[config.mk]
export PLATFORM = sky130hd
export DESIGN_NAME = capture_sequencer
export DESIGN_NICKNAME = d
export VERILOG_FILES = /design/src/rtl/capture_sequencer.sv
export SDC_FILE = /design/constraint.sdc
export NUM_CORES = 1
export LEC_CHECK = 0
export ABC_AREA = 1
export ABC_CLOCK_PERIOD_IN_PS = 2700
export CORE_ASPECT_RATIO = 1.25
export CORE_MARGIN = 4
export CORE_UTILIZATION = 47
export CTS_CLUSTER_SIZE = 16
export DETAILED_ROUTE_END_ITERATION = 10
export GPL_ROUTABILITY_DRIVEN = 1
export PLACE_DENSITY_LB_ADDON = 0.12
export SLEW_MARGIN = 20
export SYNTH_ARGS = -nofsm -noshare
export SYNTH_HDL_FRONTEND = slang
export SYNTH_SLANG_ARGS = --single-unit
[constraint.sdc]
create_clock -name clk -period 2.7 [get_ports clk]
set_input_delay 0.27 -clock clk [delete_from_list [all_inputs] [get_ports clk]]
set_output_delay 0.27 -clock clk [all_outputs]
set_load 0.02 [all_outputs]
[src/rtl/capture_sequencer.sv]
// rtl/capture_sequencer.sv - frame capture sequencer: arms on start, streams N frames of pixels to a sink
module capture_sequencer #(
    parameter int          HTOTAL   = 800,
    parameter int          VTOTAL   = 525,
    parameter bit          HSYNCPOL = 1'b0,
    parameter bit          VSYNCPOL = 1'b0,
    parameter logic [7:0]  SYNCGREY = 8'h40,
    parameter int          NFW      = 8
) (
    input  logic            clk,
    input  logic            rst_n,
    input  logic            start,
    input  logic            abort,
    input  logic [NFW-1:0]  nframes,
    input  logic [10:0]     hc,
    input  logic [10:0]     vc,
    input  logic [7:0]      r,
    input  logic [7:0]      g,
    input  logic [7:0]      b,
    input  logic            hsync,
    input  logic            vsync,
    output logic [23:0]     pix_data,
    output logic            pix_valid,
    input  logic            pix_ready,
    output logic            pix_eof,
    output logic [NFW-1:0]  frame_cnt,
    output logic            busy,
    output logic            done,
    output logic            overrun
);

    typedef enum logic [1:0] {S_IDLE, S_ARM, S_CAPT, S_DONE} state_t;

    localparam logic [10:0] HLAST = 11'(HTOTAL - 1);
    localparam logic [10:0] VLAST = 11'(VTOTAL - 1);

    state_t         state_q, state_d;
    logic [NFW-1:0] nframes_q, nframes_d;
    logic [NFW-1:0] frame_cnt_q, frame_cnt_d;
    logic           overrun_q, overrun_d;
    logic           pix_valid_q, pix_valid_d;
    logic           pix_eof_q, pix_eof_d;
    logic [23:0]    pix_data_q, pix_data_d;
    logic           busy_q, busy_d;
    logic           done_q, done_d;

    logic           eof_pos;
    logic           insync;
    logic [NFW-1:0] cnt_inc;

    assign eof_pos = (hc == HLAST) && (vc == VLAST);
    assign insync  = (hsync == HSYNCPOL) || (vsync == VSYNCPOL);
    assign cnt_inc = frame_cnt_q + NFW'(1);

    always_comb begin
        state_d     = state_q;
        nframes_d   = nframes_q;
        frame_cnt_d = frame_cnt_q;
        overrun_d   = overrun_q;
        pix_valid_d = pix_valid_q;
        pix_eof_d   = pix_eof_q;
        pix_data_d  = pix_data_q;

        case (state_q)
            S_IDLE: begin
                if (start && (nframes != '0)) begin
                    state_d     = S_ARM;
                    nframes_d   = nframes;
                    frame_cnt_d = '0;
                    overrun_d   = 1'b0;
                end
            end
            S_ARM: begin
                if (eof_pos) state_d = S_CAPT;
            end
            S_CAPT: begin
                if (eof_pos) begin
                    frame_cnt_d = cnt_inc;
                    if (cnt_inc == nframes_q) state_d = S_DONE;
                end
            end
            S_DONE:  state_d = S_IDLE;
            default: state_d = S_IDLE;
        endcase

        // Single-entry output register: a stalled sink keeps the held pixel, new ones are lost.
        if (pix_valid_q && pix_ready) begin
            pix_valid_d = 1'b0;
            pix_eof_d   = 1'b0;
        end
        if (state_q == S_CAPT) begin
            if (!pix_valid_q || pix_ready) begin
                pix_valid_d = 1'b1;
                pix_eof_d   = eof_pos;
                pix_data_d  = insync ? {3{SYNCGREY}} : {r, g, b};
            end else begin
                overrun_d = 1'b1;
            end
        end

        // Abort wins over everything, but leaves the counters readable.
        if (abort) begin
            state_d     = S_IDLE;
            nframes_d   = nframes_q;
            frame_cnt_d = frame_cnt_q;
            overrun_d   = overrun_q;
            pix_valid_d = 1'b0;
            pix_eof_d   = 1'b0;
        end

        busy_d = (state_d == S_ARM) || (state_d == S_CAPT);
        done_d = (state_q == S_DONE) && !abort;
    end

    always_ff @(posedge clk or negedge rst_n) begin
        if (!rst_n) begin
            state_q     <= S_IDLE;
            nframes_q   <= '0;
            frame_cnt_q <= '0;
            overrun_q   <= 1'b0;
            pix_valid_q <= 1'b0;
            pix_eof_q   <= 1'b0;
            pix_data_q  <= '0;
            busy_q      <= 1'b0;
            done_q      <= 1'b0;
        end else begin
            state_q     <= state_d;
            nframes_q   <= nframes_d;
            frame_cnt_q <= frame_cnt_d;
            overrun_q   <= overrun_d;
            pix_valid_q <= pix_valid_d;
            pix_eof_q   <= pix_eof_d;
            pix_data_q  <= pix_data_d;
            busy_q      <= busy_d;
            done_q      <= done_d;
        end
    end

    assign pix_data  = pix_data_q;
    assign pix_valid = pix_valid_q;
    assign pix_eof   = pix_eof_q;
    assign frame_cnt = frame_cnt_q;
    assign busy      = busy_q;
    assign done      = done_q;
    assign overrun   = overrun_q;

endmodule

== After elaboration in Yosys (flattened, before gate mapping) ==
Index checks and enable logic that the tools add are counted.
Word-level totals
  word-level logic and storage cells: 60
  output and inout port bits: 37
  bits in writable memories: 0
  input bits: 61
  ROM bits: 0
  memories kept: 0
  flip-flop bits (word level): 47
  bits in latches: 0
Operators by class
  reductions and logical operators: 15
  $mul: 0
  add/subtract/negate cells: 1
  div/mod/pow operators: 0
  bitwise gates (word level): 3
  equal/unequal tests: 10
  magnitude comparators: 0
  mux-type cells: 22
  shifts and indexed selects: 0
Operators with widths (number)
  24-bit 2-to-1 mux: 1
  11-bit by 10-bit == test with 1-bit output (second input constant): 2
  8-bit 2-to-1 mux: 2
  8-bit case mux with 2 select lines: 1
  1-bit 2-to-1 mux: 12
  2-bit 2-to-1 mux: 5
  8-bit by 1-bit adder with 8-bit output (second input constant): 1
  8-bit == test: 1
  2-bit case mux with 4 select lines: 1
  8-bit nonzero test: 1
  2-bit == test (second input constant): 3
  2-bit by 1-bit == test with 1-bit output (second input constant): 2
  1-bit logical AND: 4
  2-bit != test (second input constant): 2
  4-bit AND reduction: 1
  1-bit logical OR: 3
  1-bit NOT: 3
  3-bit AND reduction: 1
  1-bit zero test: 2
  2-bit zero test: 1
  2-bit AND reduction: 1
  2-bit nonzero test: 1

== Logic depth before layout (Yosys ltp) ==
Gate-level depths: netlist of the first run.
  depth in word-level cells: 8
  gate-level depth with buffers: 14

== Worst setup path after synthesis of the first run ==
OpenSTA, ideal clock, no wires.
  path type: register to register
  start point: register frame_cnt_q[0] (netlist: frame_cnt[0])
  end point: register busy_q (netlist: busy)
  path slack: 1.014 ns
  setup time: 0.117 ns
  buffers on the path: 0
  data arrival time: 1.570 ns
  clock period less this slack: 1.686 ns
  required time: 2.583 ns
  cell stages (with the launch flop): 12
  cell sequence: dfrtp_1 > ha_1 > nand3_2 > o21ai_1 > and2_1 > nor2_1 > nor2_1 > nand2_1 > nand2_2 > nand2_2 > nand2_1 > nand2_1
On the way
  cells in the longest elaborated chain, start to end: 8
  elaborated cells between the ends (all ways): 9
  those cells by class: add/sub: 1; eq/ne: 3; mux: 4; reduce/logical: 1
Ends and longest elaborated chain
  start, declared: line 39  | logic [NFW-1:0] frame_cnt_q, frame_cnt_d;
  start signal, assigned: line 129  | frame_cnt_q <= frame_cnt_d;
  8-bit by 1-bit adder with 8-bit output (*): line 53  | assign cnt_inc = frame_cnt_q + NFW'(1);
  8-bit == test (*): line 79  | if (cnt_inc == nframes_q) state_d = S_DONE;
  2-bit 2-to-1 mux (*): line 79
  2-bit 2-to-1 mux (*): line 77  | if (eof_pos) begin
  2-bit case mux with 4 select lines (*): line 64  | case (state_q)
  2-bit 2-to-1 mux (*): line 102  | if (abort) begin
  2-bit by 1-bit == test with 1-bit output / 2-bit == test (equally long branches): line 111  | busy_d = (state_d == S_ARM) || (state_d == S_CAPT);
  1-bit logical OR (*): line 111
  via busy_d: line 44  | logic busy_q, busy_d;
  end signal, assigned: line 134  | busy_q <= busy_d;
  end, declared: line 44
The timed path passes the listed nets; every way through them passes the cells marked *.
A chain may end at the register's enable or synchronous reset.

== Final worst setup path of the first run ==
Ends and elaborated chain as after synthesis.

==> results.md, run 1 <==
- Crit. End Element: register
- Syn. warnings: 0
- Final nets: approximately 480
- Critical Path Start Type: register
- Sequential Power Share: 51.4%
- WS Path Type: register to register
- Hold/Removal Path Class: input pin to asynchronous set/reset pin
- CTS resizes: 0
- Clock buffer depth: 2
- First-pass GRT wire length: ~10000 µm
- Most frequent cells in the layout: 96 x clkdlybuf4s50_1, 75 x nand2_1, 47 x dfrtp_1
- GR Util All Layers: 20.6%
- Yosys reg bits: between 40 and 50
- Average size of a mapped cell: between 7 and 8 µm²
- Routability cong.: approximately 0.76
- WL/cell: between 10 and 15 µm
- CTS buffer count: 5
- Sw Pwr: ~0.38 mW
- CORE AREA: around 0.0051 mm²
- CTS clk-pin slew, worst paths: around 100 ps
- Sequential-to-total area share from yosys stat: about 48%
- Htree depth: 2
- Post-DR vias/cell: about 5.1
- Design internal power: ~1.1 mW
- Vias in the first global route: roughly 2400
- Combinational share of power: 16.4%
- Drt initial violations: 107
- Max Cap Violations: 0
- Max-slew violations: 0
- Worst-margin pin slew: around 640 ps
- Die Y: roughly 89 µm
- Crit path DAT: a little over 2000 ps
- Clock Sinks: 47
- R2R setup slack: 840 ps
- Leakage power total: about 1.7 nW
- Inserted Diodes: 0
- Final hold vios: 47
- Cell area after layout: about 0.0036 mm²
- Final worst-path cycle share: between 60 and 70%
- IO Pins: slightly below 100
- Most common cell after layout, fill and taps aside: clkdlybuf4s50_1
- Grt ovf: 0
- CP max FO: 6
- Post-route ant nets: 0
- Via count: ~2500
- Worst skew pair latency: ~310 ps
- Port bufs: 97
- Layout cell share with drive strength beyond 1: under 10%
- Status: finished with violations
- RSZ-0062 raised after global routing: false
- Netlist Area Pre-Place: 0.00247 mm²
- CTS hold repair buffers: 0
- Pin count of the biggest net entering global routing: 48
- Initial core utilization: between 40% and 50%
- Clk pwr share: between 30% and 40%
- Fin crit period: ~1900 ps
- Library cells used by synthesis: 29
- # setup viols final: 0
- Initial antenna violation count: 0
- Worst slew margin: 57.4%
- WL final: 6430 µm
- Root Driver: clkbuf_8
- Die Area: between 0.006 and 0.007 mm²
- # rows: 29
- Switch share: around 25%
- Setup Fix Bufs, Post-CTS: 0
- Cells after Synth: between 300 and 400
- Residual DRC: 0
- Failing checks: negative hold slack
- Power per cell area: slightly above 400 mW/mm²
- Final Hold Slack: -33.5 ps
- Req. time, crit path: between 2000 and 3000 ps
- Hpwl dp: 4910 µm
- Post-synth net total: between 300 and 400
- Layout Area Growth over Synthesis: 45.1%
- Die X: ~73 µm
- Fin Clk Skew: 9.54 ps
- Placed instance area: 0.00348 mm²
- Total negative slack: 0 ps
- VDD IR-drop max: around 0.34 mV
- DR pass1 iterations: 4
- Fmax: roughly 540 MHz
- CTS tree: done
## Yosys cell counts (all sizes together)
master / n / area (µm²)
xor2: 1 / 8.76
a21oi: 7 / 35.0
nand3: 42 / 215
clkbuf: 6 / 22.5
nor3: 2 / 15.0
ha: 1 / 12.5
dfrtp: 47 / 1180
a21boi: 1 / 7.51
buf: 7 / 36.3
nand3b: 3 / 22.5
inv: 37 / 141
or2: 1 / 6.26
nand2: 82 / 325
o21ai: 41 / 205
nor2: 37 / 173
nand4: 9 / 56.3
and2: 1 / 6.26
xnor2: 1 / 8.76
## cell type report
type,count,area (µm²)
Clock inverter,1,7.51
Tap cell,62,77.6
Clock buffer,7,96.3
Multi-Input combinational cell,229,1100
Timing Repair Buffer,100,991
Inverter,37,141
Fill cell,430,1490
Sequential cell,47,1180
## worst max-delay path: stages (launching register included)
cell,delay (ps)
dfrtp_1,480
ha_1,360
xnor2_1,160
nand2_1,80
nor2_1,150
nand3_1,90
nor2_1,90
nand2_1,70
nand2_2,70
nand2_2,60
nand2_1,70
nand2_1,60
## through the flow
stage | std cells | setup WS (ps) | power [mW] | util [%]
after global placement | 475 | 835 | 1.01 | 68.6
after floorplan | 326 | 1010 | 0.868 | -
after detailed placement | 475 | 769 | 1.02 | 68.6
after CTS | 483 | 841 | 1.49 | 70.6
final | 483 | 837 | 1.48 | 70.7
after global routing | 483 | 645 | 1.55 | 70.7
## sequential cells by signal (all words and copies together) (netlist names)
register / flops
overrun: 1
nframes_q: 8
pix_data: 24
done: 1
state_q: 2
pix_valid: 1
frame_cnt: 8
pix_eof: 1
busy: 1
## routing by layer
layer  wire, µm  vias up  track usage (%)
met5          0        -                0
met4        107        0             6.88
met3        446       11             6.86
met2       3360       70             38.0
met1       2510     1153             21.9
li1           -     1241                -
## worst paths after layout
check                             start  cells after the start            to
max in group asynchronous         rst_n                      1  frame_cnt[5]
max                        frame_cnt[0]                     11          busy
min in group clk           pix_data[19]                      2  pix_data[19]
max reg2reg                frame_cnt[0]                     11          busy
min reg2reg                pix_data[19]                      2  pix_data[19]
min                               rst_n                      1          busy
## logic make-up after synthesis
family / after synthesis / share of synthesized area [%]
buffers and inverters: 50 / 8.09
flip-flops: 47 / 47.5
AND/OR/NAND/NOR: 177 / 33.1
adder cells (fa/ha/maj): 1 / 0.506
XOR/XNOR: 2 / 0.708
AO/OA/AOI/OAI: 49 / 10.0
## power by group through the flow
stage | Sequential (mW) | Clock (mW) | Combinational (mW)
3_3_place_gp | 0.771 | 0 | 0.239
5_1_grt | 0.764 | 0.517 | 0.269
2_1_floorplan | 0.783 | 0 | 0.0845
4_1_cts | 0.759 | 0.484 | 0.245
6_report | 0.759 | 0.477 | 0.242
3_5_place_dp | 0.773 | 0 | 0.243
(Power assumes the default switching activity.)
==> run 2: changes to the inputs <==
--- a/config.mk
+++ b/config.mk
@@ -6,10 +6,10 @@
 export NUM_CORES = 1
 export LEC_CHECK = 0
 export ABC_AREA = 1
-export ABC_CLOCK_PERIOD_IN_PS = 2700
+export ABC_CLOCK_PERIOD_IN_PS = 1700
 export CORE_ASPECT_RATIO = 1.25
 export CORE_MARGIN = 4
-export CORE_UTILIZATION = 47
+export CORE_UTILIZATION = 39
 export CTS_CLUSTER_SIZE = 16
 export DETAILED_ROUTE_END_ITERATION = 10
 export GPL_ROUTABILITY_DRIVEN = 1
==> constraint.sdc (replaced) <==
create_clock -name clk -period 1.7 [get_ports clk]
set_input_delay 0.17 -clock clk [delete_from_list [all_inputs] [get_ports clk]]
set_output_delay 0.17 -clock clk [all_outputs]
set_load 0.02 [all_outputs]
==> results.md, run 2 (synthesized netlist as in run 1, its figures left out) <==
- Grt ovf: 0
- Fillers: between 500 and 600
- Area of the multi-input gates: 0.00113 mm²
- Final nets: 494
- CTS buffer count: 5
- Clock Sinks: 47
- Htree depth: 2
- # rows: 32
- Crit path DAT: roughly 1500 ps
- Worst skew pair latency: 300 ps
- Clk pwr share: between 30 and 40%
- Via count: between 2000 and 2500
- Req. time, crit path: approximately 1500 ps
- Residual DRC: 0
- Critical Path Start Type: register
- Routability cong.: slightly above 0.8
- Final Hold Slack: ~350 ps
- Root Driver: clkbuf_8
- Power per cell area: approximately 640 mW/mm²
- Final hold vios: 0
- Post-DR vias/cell: ~4.8
- Layout Area Growth over Synthesis: 52.8%
- CTS tree: done
- WL/cell: 12.6 µm
- Most common cell after layout, fill and taps aside: clkdlybuf4s50_1
- CTS clk-pin slew, worst paths: approximately 90 ps
- DR pass1 iterations: 4
- Port bufs: 97
- Worst-margin pin slew: approximately 460 ps
- Most frequent cells in the layout: 96 x clkdlybuf4s50_1, 74 x nand2_1, 44 x dfrtp_1
- Storage cell area: 0.00118 mm²
- CORE AREA: a little over 0.006 mm²
- Clock buffer depth: 2
- Max reg flops: 24
- Vias in the first global route: between 2000 and 3000
- Fin crit period: about 1600 ps
- Initial antenna violation count: 0
- CP max FO: 5
- Cell area after layout: 0.00378 mm²
- Fmax: ~610 MHz
- RSZ-0062 raised after global routing: true
- Status: complete, no violations
- R2R setup slack: ~90 ps
- First-pass GRT wire length: 11200 µm
- Design internal power: around 1.8 mW
- Initial core utilization: 40.1%
- Max Cap Violations: 0
- Crit. End Element: output port
- Die X: 79.2 µm
- Hpwl dp: about 5100 µm
- Fin Clk Skew: between 8 and 9 ps
- Switch share: 24.2%
- Sw Pwr: just under 0.6 mW
- Final worst-path cycle share: around 96%
- Hold/Removal Path Class: input pin to asynchronous set/reset pin
- GR Util All Layers: approximately 18%
- WS Path Type: register to output port
- Layout cell share with drive strength beyond 1: about a tenth
- Inserted Diodes: 0
- IO Pins: 98
- Placed instance area: 0.00362 mm²
- Sequential Power Share: 50.1%
- Max-slew violations: 0
- Pin count of the biggest net entering global routing: 28
- Combinational share of power: between 10% and 20%
- Post-route ant nets: 0
- # setup viols final: 0
- Setup Fix Bufs, Post-CTS: 0
- Final worst slack: around 74 ps
- DP Worst Slack: -57.8 ps
- Drt initial violations: slightly below 70
- Leakage power total: about 1.8 nW
- Worst slew margin: ~69%
- Die Area: between 0.007 and 0.008 mm²
- VDD IR-drop max: between 0.4 and 0.5 mV
- WL final: around 6500 µm
- Die Y: between 90 and 100 µm
-- run 2: area by class of cell --
cell class | instances | share of cell area, %
clock buffers | 6 | 1.92
clock inverters | 1 | 0.795
inverters | 37 | 3.74
multi-input cells | 229 | 30.0
flip-flops and latches | 47 | 31.2
well taps | 85 | 2.81
repair buffers | 112 | 29.5
-- run 2: worst paths after layout --
kind                              start           end  depth (start not counted)
hold reg to reg            nframes_q[6]  nframes_q[6]                          2
min in group clk                   r[1]  pix_data[17]                          3
max in group asynchronous         rst_n  pix_data[19]                          3
setup reg to reg           frame_cnt[1]          busy                         14
hold / removal                    rst_n       pix_eof                          2
setup / recovery           frame_cnt[1]  frame_cnt[1]                          2
-- run 2: metal layers --
metal / wire (µm) / share of wire, % / GRT usage, %
met3: 456 / 7.0 / 5.68
met2: 3430 / 53 / 33.1
met4: 85 / 1.3 / 4.63
met5: 0 / 0 / 0
met1: 2550 / 39 / 20.2
-- run 2: what timing repair did --
item                                   in CTS  in global routing
gates resized for setup                     1                 10
endpoints found under the hold margin      17                  0
pin swaps                                   0                  3
gates cloned                                0                  0
hold buffers                                1                  0
setup endpoints to repair                   1                  4
-- run 2: power by group through the flow --
stage / Clock (mW) / Combinational [mW] / Sequential [mW]
global route: 0.863 / 0.448 / 1.22
floorplan: 0 / 0.134 / 1.24
global placement: 0 / 0.396 / 1.23
finish: 0.801 / 0.402 / 1.21
detailed placement: 0 / 0.401 / 1.23
CTS: 0.817 / 0.404 / 1.21
-- run 2: worst max-delay path: stages (launching register included) --
cell	delay [ps]
dfrtp_1	420
buf_6	150
clkdlybuf4s50_1	600
-- run 2: metrics by stage --
| step | util (%) | power, mW | setup TNS [ps] | cells |
|---|---|---|---|---|
| after floorplan | - | 1.38 | 0 | 326 |
| after global placement | 58.7 | 1.62 | -66.1 | 509 |
| after detailed placement | 58.7 | 1.63 | -298 | 509 |
| after CTS | 60.6 | 2.43 | 0 | 517 |
| after global routing | 61.3 | 2.53 | -52.2 | 517 |
| final | 61.3 | 2.41 | 0 | 517 |
